===== src/rtl/ascii_history_display.sv =====
// ascii_history_display: shift-register history of the last NUM_CHARS key codes,
// each shown as two hex digits on 7-segment displays, plus a keypress counter.
module ascii_history_display #(
   parameter int unsigned NUM_CHARS        = 2,
   parameter bit          BLANK_ON_RELEASE = 1'b1,
   parameter bit          SEG_ACTIVE_LOW   = 1'b1
) (
   input  logic                     clk,
   input  logic                     rst,
   input  logic [7:0]               ascii_in,
   input  logic                     ascii_valid,
   input  logic                     key_release,
   input  logic                     capital,
   input  logic                     clear,
   output logic [14*NUM_CHARS-1:0]  hex_chars,
   output logic [13:0]              hex_count,
   output logic [7:0]               press_count
);

   typedef enum logic [1:0] {StIdle, StShow, StReleased} state_e;

   localparam logic [6:0] SegBlank = SEG_ACTIVE_LOW ? 7'b1111111 : 7'b0000000;
   localparam logic [6:0] SegZero  = SEG_ACTIVE_LOW ? 7'b1000000 : 7'b0111111;

   // Hex nibble to segments (g..a), polarity applied.
   function automatic logic [6:0] seg7(input logic [3:0] nib);
      logic [6:0] s;
      case (nib)
         4'h0: s = 7'b1000000;
         4'h1: s = 7'b1111001;
         4'h2: s = 7'b0100100;
         4'h3: s = 7'b0110000;
         4'h4: s = 7'b0011001;
         4'h5: s = 7'b0010010;
         4'h6: s = 7'b0000010;
         4'h7: s = 7'b1111000;
         4'h8: s = 7'b0000000;
         4'h9: s = 7'b0010000;
         4'hA: s = 7'b0001000;
         4'hB: s = 7'b0000011;
         4'hC: s = 7'b1000110;
         4'hD: s = 7'b0100001;
         4'hE: s = 7'b0000110;
         default: s = 7'b0001110;
      endcase
      return SEG_ACTIVE_LOW ? s : ~s;
   endfunction

   state_e                          state_q, state_d;
   logic [NUM_CHARS-1:0][7:0]       hist_q, hist_d;
   logic [NUM_CHARS-1:0]            vld_q, vld_d;
   logic [7:0]                      cnt_q, cnt_d;
   logic [14*NUM_CHARS-1:0]         hex_chars_q, hex_chars_d;
   logic [13:0]                     hex_count_q, hex_count_d;

   logic       accept;
   logic [7:0] code;

   assign accept = ascii_valid && (ascii_in != 8'h00) && !clear;

   // Caps conversion of lowercase letters at acceptance time.
   always_comb begin
      code = ascii_in;
      if (capital && (ascii_in >= 8'd97) && (ascii_in <= 8'd122)) begin
         code = ascii_in - 8'd32;
      end
   end

   // History shift, counter and slot-0 blanking FSM; clear dominates accept, accept
   // dominates release.
   always_comb begin
      state_d = state_q;
      hist_d  = hist_q;
      vld_d   = vld_q;
      cnt_d   = cnt_q;
      if (clear) begin
         state_d = StIdle;
         hist_d  = '0;
         vld_d   = '0;
         cnt_d   = 8'h00;
      end else if (accept) begin
         for (int i = int'(NUM_CHARS) - 1; i >= 1; i--) begin
            hist_d[i] = hist_q[i-1];
            vld_d[i]  = vld_q[i-1];
         end
         hist_d[0] = code;
         vld_d[0]  = 1'b1;
         cnt_d     = cnt_q + 8'd1;
         state_d   = StShow;
      end else if (key_release && BLANK_ON_RELEASE && (state_q == StShow)) begin
         state_d = StReleased;
      end
   end

   // Display encoding from the current state; registered, so it lags by one edge.
   always_comb begin
      hex_chars_d = '0;
      for (int i = 0; i < int'(NUM_CHARS); i++) begin
         if ((i == 0) ? (state_q != StShow) : !vld_q[i]) begin
            hex_chars_d[14*i +: 14] = {SegBlank, SegBlank};
         end else begin
            hex_chars_d[14*i +: 14] = {seg7(hist_q[i][7:4]), seg7(hist_q[i][3:0])};
         end
      end
      hex_count_d = {seg7(cnt_q[7:4]), seg7(cnt_q[3:0])};
   end

   // State and display registers.
   always_ff @(posedge clk or posedge rst) begin
      if (rst) begin
         state_q     <= StIdle;
         hist_q      <= '0;
         vld_q       <= '0;
         cnt_q       <= 8'h00;
         hex_chars_q <= {NUM_CHARS{{SegBlank, SegBlank}}};
         hex_count_q <= {SegZero, SegZero};
      end else begin
         state_q     <= state_d;
         hist_q      <= hist_d;
         vld_q       <= vld_d;
         cnt_q       <= cnt_d;
         hex_chars_q <= hex_chars_d;
         hex_count_q <= hex_count_d;
      end
   end

   assign hex_chars   = hex_chars_q;
   assign hex_count   = hex_count_q;
   assign press_count = cnt_q;

endmodule


===== config.mk =====
export PLATFORM = sky130hd
export DESIGN_NAME = ascii_history_display
export DESIGN_NICKNAME = d
export VERILOG_FILES = /design/src/rtl/ascii_history_display.sv
export SDC_FILE = /design/constraint.sdc
export NUM_CORES = 1
export LEC_CHECK = 0
export BUFFER_PORTS_ARGS = -buffer_cell sky130_fd_sc_hd__buf_2
export CORE_MARGIN = 2
export CORE_UTILIZATION = 35
export DETAILED_ROUTE_END_ITERATION = 7
export RECOVER_POWER = 100
export SYNTH_ARGS = -nofsm -noshare
export SYNTH_HDL_FRONTEND = slang
export SYNTH_SLANG_ARGS = --single-unit
export TNS_END_PERCENT = 100

===== constraint.sdc =====
create_clock -name clk -period 2.58 [get_ports clk]
set_input_delay 0.387 -clock clk [delete_from_list [all_inputs] [get_ports clk]]
set_output_delay 0.387 -clock clk [all_outputs]
set_load 0.01 [all_outputs]

Word-level counts from Yosys, hierarchy flattened
Memories as Yosys holds them, arrays and structs flattened. A register that Yosys moved wholly into a read port is not among the register bits.
Cells that the tools add are included.
Widths: inputs -> output; s select.
{ "totals": {"register_bits": 56, "rom_bits": 672, "output_inout_bits": 50, "mem_count": 6} }
{ "op_classes": {"add_sub_neg": 2, "magnitude_cmp": 2, "eq_ne": 2, "muxes": 12, "n_reduce_logical": 9} }
{ "mem_list": {"columns": ["memory", "depth", "width", "read_ports", "rd_ports_with_merged_regs", "write_ports", "line", "source"], "rows": [
  ["(no name shown)", 16, 7, 1, 0, 0, "28", "case (nib)"],
  ["(no name shown)", 16, 7, 1, 0, 0, "28", null],
  ["(no name shown)", 16, 7, 1, 0, 0, "28", null],
  ["(no name shown)", 16, 7, 1, 0, 0, "28", null],
  ["(no name shown)", 16, 7, 1, 1, 0, "28", null],
  ["(no name shown)", 16, 7, 1, 1, 0, "28", null]
]} }
{ "ops": {"columns": ["op", "count"], "rows": [
  ["$mux 16", 2],
  ["$mux 14", 2],
  ["$mux 8", 3],
  ["$mux 2", 5],
  ["$add 8x1->8 const B", 1],
  ["$ge 8x7->1 const B", 1],
  ["$le 8x7->1 const B", 1],
  ["$reduce_bool 8->1", 1],
  ["$sub 8x6->8 const B", 1],
  ["$logic_and 1x1->1", 5],
  ["$reduce_bool 3->1", 1],
  ["$eq 2x1->1 const B", 1],
  ["$ne 2x1->1 const B", 1],
  ["$reduce_bool 2->1", 1],
  ["$logic_not 1->1", 1]
]} }

Longest topological paths before layout
Gate-level depths: netlist of the first run.
{ "logic_depth": {"depth_word": 6, "depth_mapped": 6, "depth_no_buf": 6} }

Least setup slack after synthesis of the first run
OpenSTA, ideal clock, no wires.
{ "synth_path": {"kind": "input -> register", "startpoint": "input ascii_in[5]", "endpoint": "register state_q[0]", "setup_time_ns": 0.137, "t_arrival_ns": 1.527, "required_ns": 2.443, "setup_slack_ns": 0.916, "path_stages": 6, "path_cell_list": "or4_4 > o21a_1 > buf_6 > buf_8 > a21oi_2 > nor2_1"} }
{ "synth_via": {"elab_chain_len": 5, "word_cells_on_any_way": 6} }
{ "synth_lines": {"columns": ["item", "line", "source"], "rows": [
  ["start: declaration", "10", "input logic [7:0] ascii_in,"],
  ["$reduce_bool 8->1 *", "59", "assign accept = ascii_valid && (ascii_in != 8'h00) && !clear;"],
  ["$logic_and 1x1->1 * (2 in a row)", "59", null],
  ["$mux 2", "81", "end else if (accept) begin"],
  ["$mux 2", "76", "if (clear) begin"],
  ["end signal: assignment", "111", "state_q <= StIdle;"],
  ["end signal: assignment", "118", "state_q <= state_d;"],
  ["end: declaration", "49", "state_e state_q, state_d;"]
]} }
Every way passes the cells marked *; elsewhere a longest branch is shown, timed or not.
A chain may end at the register's enable or synchronous reset.

Final worst setup path of the first run
{ "layout_path": {"startpoint": "register cnt_q[2] (netlist: press_count[2])", "endpoint": "register cnt_q[7] (netlist: press_count[7])"} }
{ "layout_via": {"elab_chain_len": 3} }
{ "layout_lines": {"columns": ["item", "line", "source"], "rows": [
  ["start: declaration", "52", "logic [7:0] cnt_q, cnt_d;"],
  ["start signal: assignment", "121", "cnt_q <= cnt_d;"],
  ["$add 8x1->8", "88", "cnt_d = cnt_q + 8'd1;"],
  ["$mux 8", "81", null],
  ["$mux 8", "76", null]
]} }
Every way passes these cells. The select of a mux whose other input is x is not followed.

==> results.toml, run 1 <==
[clock_tree]
cts_sinks = 70
cts_root_buf = "clkbuf_16"
cts_hold_buf = 0
ctsHtreeMaxLevel = 3
clk_latency_ns = 0.33
cts_made_buffers = 9
postCtsSetupRepairBufs = 0
clk_pin_slew_ns = 0.06
clockBufferDepth = 2
post_cts_resized = 0
cts_tree = "done"

[global_route]
grt_pass1_vias = 2915
antenna_found_initial = 0
grt_max_degree = 71
grt.total_usage_pct = 13.6
globalRouteOverflowTotal = 0
grt_pass1_wl_um = 13800

[timing]
finalSetupViolations = 0
post-route-period-util_pct = 70.9
worstMarginPinSlew_ns = 1.67
rsz0062_at_grt = "false"
fmax_ghz = 0.547
drv_slew = 71
period_needed_ns = 1.83
hold_violations = 0
fin_ws_ns = 0.751
slew_headroom_pct = -11.2
fin_skew_ns = 0.00578
finalSetupTns_ns = 0

[yosys]
syn_inst = 404
yosysTopAreaCellShare_pct = 24.9
synth-edff-count = 0
yosys-top-cells-area = "dfrtp_1, dfstp_2, ha_1"
yosysSeqAreaShare_pct = 44.6
ys_seq_elements = 70
synth.avg_cell_area_sq_um = 9.94
async_flop_share_pct = 100
synth_top_area_cell = "dfrtp_1"
yosys_most_used_dff = "dfrtp_1"
synth_nets = 455
synthDistinctLibCells = 51
yosysWarnings = 0
synth_area_sq_um = 4010

[setup_path]
start_kind = "flop"
critPathKind = "flop to flop"
rr_worst_depth = 4
cp.required_ns = 2.83
cp_max_fo = 19
endpoint_kind = "flop"
regToRegStartpoint = "press_count[2]$_DFFE_PP0P_"
r2r_end = "press_count[7]$_DFFE_PP0P_"
critical_path_arrival_ns = 2.08
r2r_setup_slack_ns = 0.75

[placed_design]
gp_congestion = 0.798
placedInstanceArea_sq_um = 4400
dp_hpwl_um = 5620
dp_slack_ns = 0.502
io_buffers = 63

[routing]
drtPass1Iterations = 4
vias = 2969
wirelength_um = 8030
wire_per_inst_um = 13.3
final_antenna_net_count = 0
viasPerCell = 4.92
drc = 0
drtIter0Drc = 87

[pwr]
total_power_uw = 2640
p_per_area_nw_per_um2 = 577
peakVddDrop_uv = 234
leakagePower_uw = 0.00179

[floorplanning]
fp.dieH_um = 111
io_pins = 64
row_count = 39
initial_utilization_pct = 35.5
core_area_sq_um = 11300
die-area_sq_um = 12300
die_w_um = 111

[finish]
mostFrequentLayoutCells = "nand2_1, clkbuf_1, dfrtp_1"
n_antenna_cell = 0
fin_util_pct = 40.4
final_common_cell = "nand2_1"
fin_nets = 506
syn_to_final_growth_pct = 13.9
final_area_sq_um = 4570
drive_above_1_share_pct = 18.3

[hold_path]
hp-start = "ascii_in[4]"
holdPathEnd = "hist_q[4]$_DFFE_PP0P_"
min_path_cells = 3
hold_class = "primary input to flop"

[run]
maxCapViolCount = 1

[run_status]
violations = "capacitance limit, slew limit"
status = "complete, but fails checks"
## worst max-delay path by stage
| stage | startpoint | to | slack [ns] | cells past startpoint |
|---|---|---|---|---|
| 2_1_floorplan | rst | hex_count[0]$_DFF_PP0_ | 0.47 | 1 |
| 3_3_place_gp | ascii_in[5] | hist_q[14]$_DFFE_PP0P_ | 0.55 | 6 |
| 3_5_place_dp | ascii_in[5] | hist_q[0]$_DFFE_PP0P_ | 0.50 | 6 |
| 4_1_cts | press_count[2]$_DFFE_PP0P_ | press_count[7]$_DFFE_PP0P_ | 0.74 | 4 |
| 5_1_grt | press_count[2]$_DFFE_PP0P_ | press_count[7]$_DFFE_PP0P_ | 0.56 | 4 |
| 6_report | press_count[2]$_DFFE_PP0P_ | press_count[7]$_DFFE_PP0P_ | 0.75 | 4 |
## cells in the mapped netlist, types with 3 or more instances
| master | number |
|---|---|
| a21o_1 | 3 |
| a21oi_1 | 18 |
| a21oi_2 | 14 |
| buf_2 | 8 |
| buf_6 | 3 |
| clkbuf_1 | 12 |
| dfrtp_1 | 40 |
| dfstp_2 | 30 |
| ha_1 | 37 |
| inv_1 | 24 |
| mux2i_1 | 8 |
| nand2_1 | 60 |
| nand2_2 | 6 |
| nand2b_1 | 8 |
| nand3_1 | 8 |
| nand3b_1 | 4 |
| nor2_1 | 19 |
| nor2b_1 | 6 |
| o211ai_1 | 16 |
| o21ai_0 | 21 |
| o221ai_1 | 3 |
| o311ai_0 | 11 |
| o31a_1 | 3 |
| or4_1 | 3 |
## layer usage
metal	share of wire [%]	vias to the layer above	GRT usage, %
met4	1.7	0	5.68
met3	3.4	11	3.23
met2	47	40	22.0
met5	0	-	0
met1	48	1421	17.4
li1	-	1497	-
## state kept, by name, summed over array words and instances (netlist names)
register,count
hex_chars,28
hex_count,14
hist_q,16
press_count,8
state_q,2
vld_q,2
## power breakdown
group          switching, uW  internal, uW
clock network            438           697
logic                    172           100
registers               53.9          1180
## area by class of cell
type	count	area [sq um]
repair buffers	66	272
inverters	25	93.8
fillers	1150	6750
clock buffers	12	256
well taps	143	179
flip-flops and latches	70	1790
multi-input cells	283	1960
clock inverters	4	22.5
## cell families after synthesis
group,synth area share (%)
multiplexers,3.68
adder cells (fa/ha/maj),11.5
AO/OA/AOI/OAI,17.6
AND/OR/NAND/NOR,15.7
flip-flops,44.6
buffers and inverters,5.95
XOR/XNOR,0.873
## critical path: stages, from the launching register on
cell and delay, ns:
dfrtp_1 0.69, and3_1 0.29, nand3_1 0.13, or4_1 0.50
a21oi_1 0.15
## per-stage QoR
| step | cells | hold slack, ns |
|---|---|---|
| 2_1_floorplan | 404 | 0.462 |
| 3_3_place_gp | 587 | 0.481 |
| 3_5_place_dp | 587 | 0.497 |
| 4_1_cts | 603 | 0.140 |
| 5_1_grt | 603 | 0.343 |
| 6_report | 603 | 0.333 |
Note: power is estimated with default switching activity, not from simulation.
==> inputs of run 2 (changes only) <==
==> constraint.sdc (replaced) <==
create_clock -name clk -period 1.88 [get_ports clk]
set_input_delay 0.282 -clock clk [delete_from_list [all_inputs] [get_ports clk]]
set_output_delay 0.282 -clock clk [all_outputs]
set_load 0.01 [all_outputs]
==> run 2 against run 1 <==
Effect of this change: wire length rose by 1.7%; non-clock buffer count rose by 7; via count rose by 1.2%; critical endpoint is now press_count[3]; the flow now finishes without violations; critical path type is now flop to output port; register-to-register slack got worse by 0.55 ns; first-iteration DRC count rose by 13%; largest power group is now clock; sequential power rose by 37%; critical path depth fell by 2.
==> results.toml, run 2 (synthesis results as in run 1) <==
[run_status]
status = "finished, final reports clean"

[timing]
finalSetupTns_ns = 0
drv_slew = 0
post-route-period-util_pct = 89.9
fmax_ghz = 0.592
worstMarginPinSlew_ns = 1.48
slew_headroom_pct = 1.03
finalSetupViolations = 0
fin_ws_ns = 0.190
period_needed_ns = 1.69
fin_skew_ns = 0.00641
hold_violations = 0
rsz0062_at_grt = "false"

[clock_tree]
cts_hold_buf = 0
cts_tree = "done"
cts_sinks = 70
clk_pin_slew_ns = 0.06
post_cts_resized = 0
clk_latency_ns = 0.34
clockBufferDepth = 2
cts_root_buf = "clkbuf_16"
cts_made_buffers = 9
postCtsSetupRepairBufs = 0
ctsHtreeMaxLevel = 3

[placed_design]
gp_congestion = 0.797
dp_hpwl_um = 5680
io_buffers = 63
placedInstanceArea_sq_um = 4470
dp_slack_ns = 0.0344

[finish]
largest_reg_flops = 28
syn_to_final_growth_pct = 15.7
fin_nets = 513
fin_util_pct = 41.0
drive_above_1_share_pct = 18.8
final_area_sq_um = 4640
final_common_cell = "nand2_1"
mostFrequentLayoutCells = "nand2_1, clkbuf_1, dfrtp_1"
n_antenna_cell = 0

[run]
maxCapViolCount = 0

[pwr]
peakVddDrop_uv = 369
leakagePower_uw = 0.00183
p_per_area_nw_per_um2 = 828

[setup_path]
cp.required_ns = 1.60
critical_path_arrival_ns = 1.41
cp_max_fo = 18
endpoint_kind = "output port"
critPathKind = "flop to output port"
cp_slowest_cell = "clkbuf_1"
cp.buffers_inverters = 2
worstPathCellList = "clkbuf_1 > buf_2"
start_kind = "flop"
max_stage_delay_ns = 0.48
crit_family = "buffers and inverters"
r2r_setup_slack_ns = 0.20

[global_route]
grt_max_degree = 71
antenna_found_initial = 0
globalRouteOverflowTotal = 0
grt.total_usage_pct = 13.9
grt_pass1_wl_um = 14000
grt_pass1_vias = 2923

[routing]
drc = 0
wire_per_inst_um = 13.4
final_antenna_net_count = 0
wirelength_um = 8160
drtIter0Drc = 98
viasPerCell = 4.93
drtPass1Iterations = 5
vias = 3005

[floorplanning]
die_w_um = 111
row_count = 39
initial_utilization_pct = 35.5
core_area_sq_um = 11300
io_pins = 64
die-area_sq_um = 12300
fp.dieH_um = 111

[hold_path]
hold_class = "primary input to flop"
run 2: per-stage QoR:
| stage | hold slack, ns | power [uW] | instances |
|---|---|---|---|
| final | 0.218 | 3850 | 610 |
| after global placement | 0.403 | 2120 | 594 |
| after floorplan | 0.420 | 1980 | 404 |
| after global routing | 0.228 | 4040 | 610 |
| after detailed placement | 0.415 | 2130 | 594 |
| after CTS | 0.0517 | 3930 | 610 |
run 2: power breakdown:
part           internal, uW  total [uW]  switching [uW]
clock network          1140        1780             641
logic                   142         384             241
registers              1610        1680            69.0
total                  2890        3850             951
run 2: final cells by class:
class	count	area [sq um]
inverters	25	97.6
repair buffers	73	323
clock inverters	4	53.8
well taps	143	179
clock buffers	12	267
multi-input cells	283	1940
flip-flops and latches	70	1790
fillers	1158	6680
run 2: final timing paths:
kind,cells past startpoint,end,start
setup / recovery,2,press_count[3],press_count[3]$_DFFE_PP0P_
hold / removal,2,hist_q[7]$_DFFE_PP0P_,ascii_in[7]
setup reg to reg,5,hex_chars[24]$_DFF_PP1_,hist_q[12]$_DFFE_PP0P_
hold reg to reg,2,vld_q[0]$_DFFE_PP0P_,vld_q[0]$_DFFE_PP0P_
max in group asynchronous,3,hist_q[12]$_DFFE_PP0P_,rst
min in group asynchronous,3,hex_count[9]$_DFF_PP0_,rst
run 2: metal layers:
metal	GRT usage [%]	part of all wire (%)	vias up
met5	0	0	-
met4	6.26	2.3	0
met3	4.05	3.9	14
met2	21.9	46	49
met1	17.8	48	1424
li1	-	-	1518
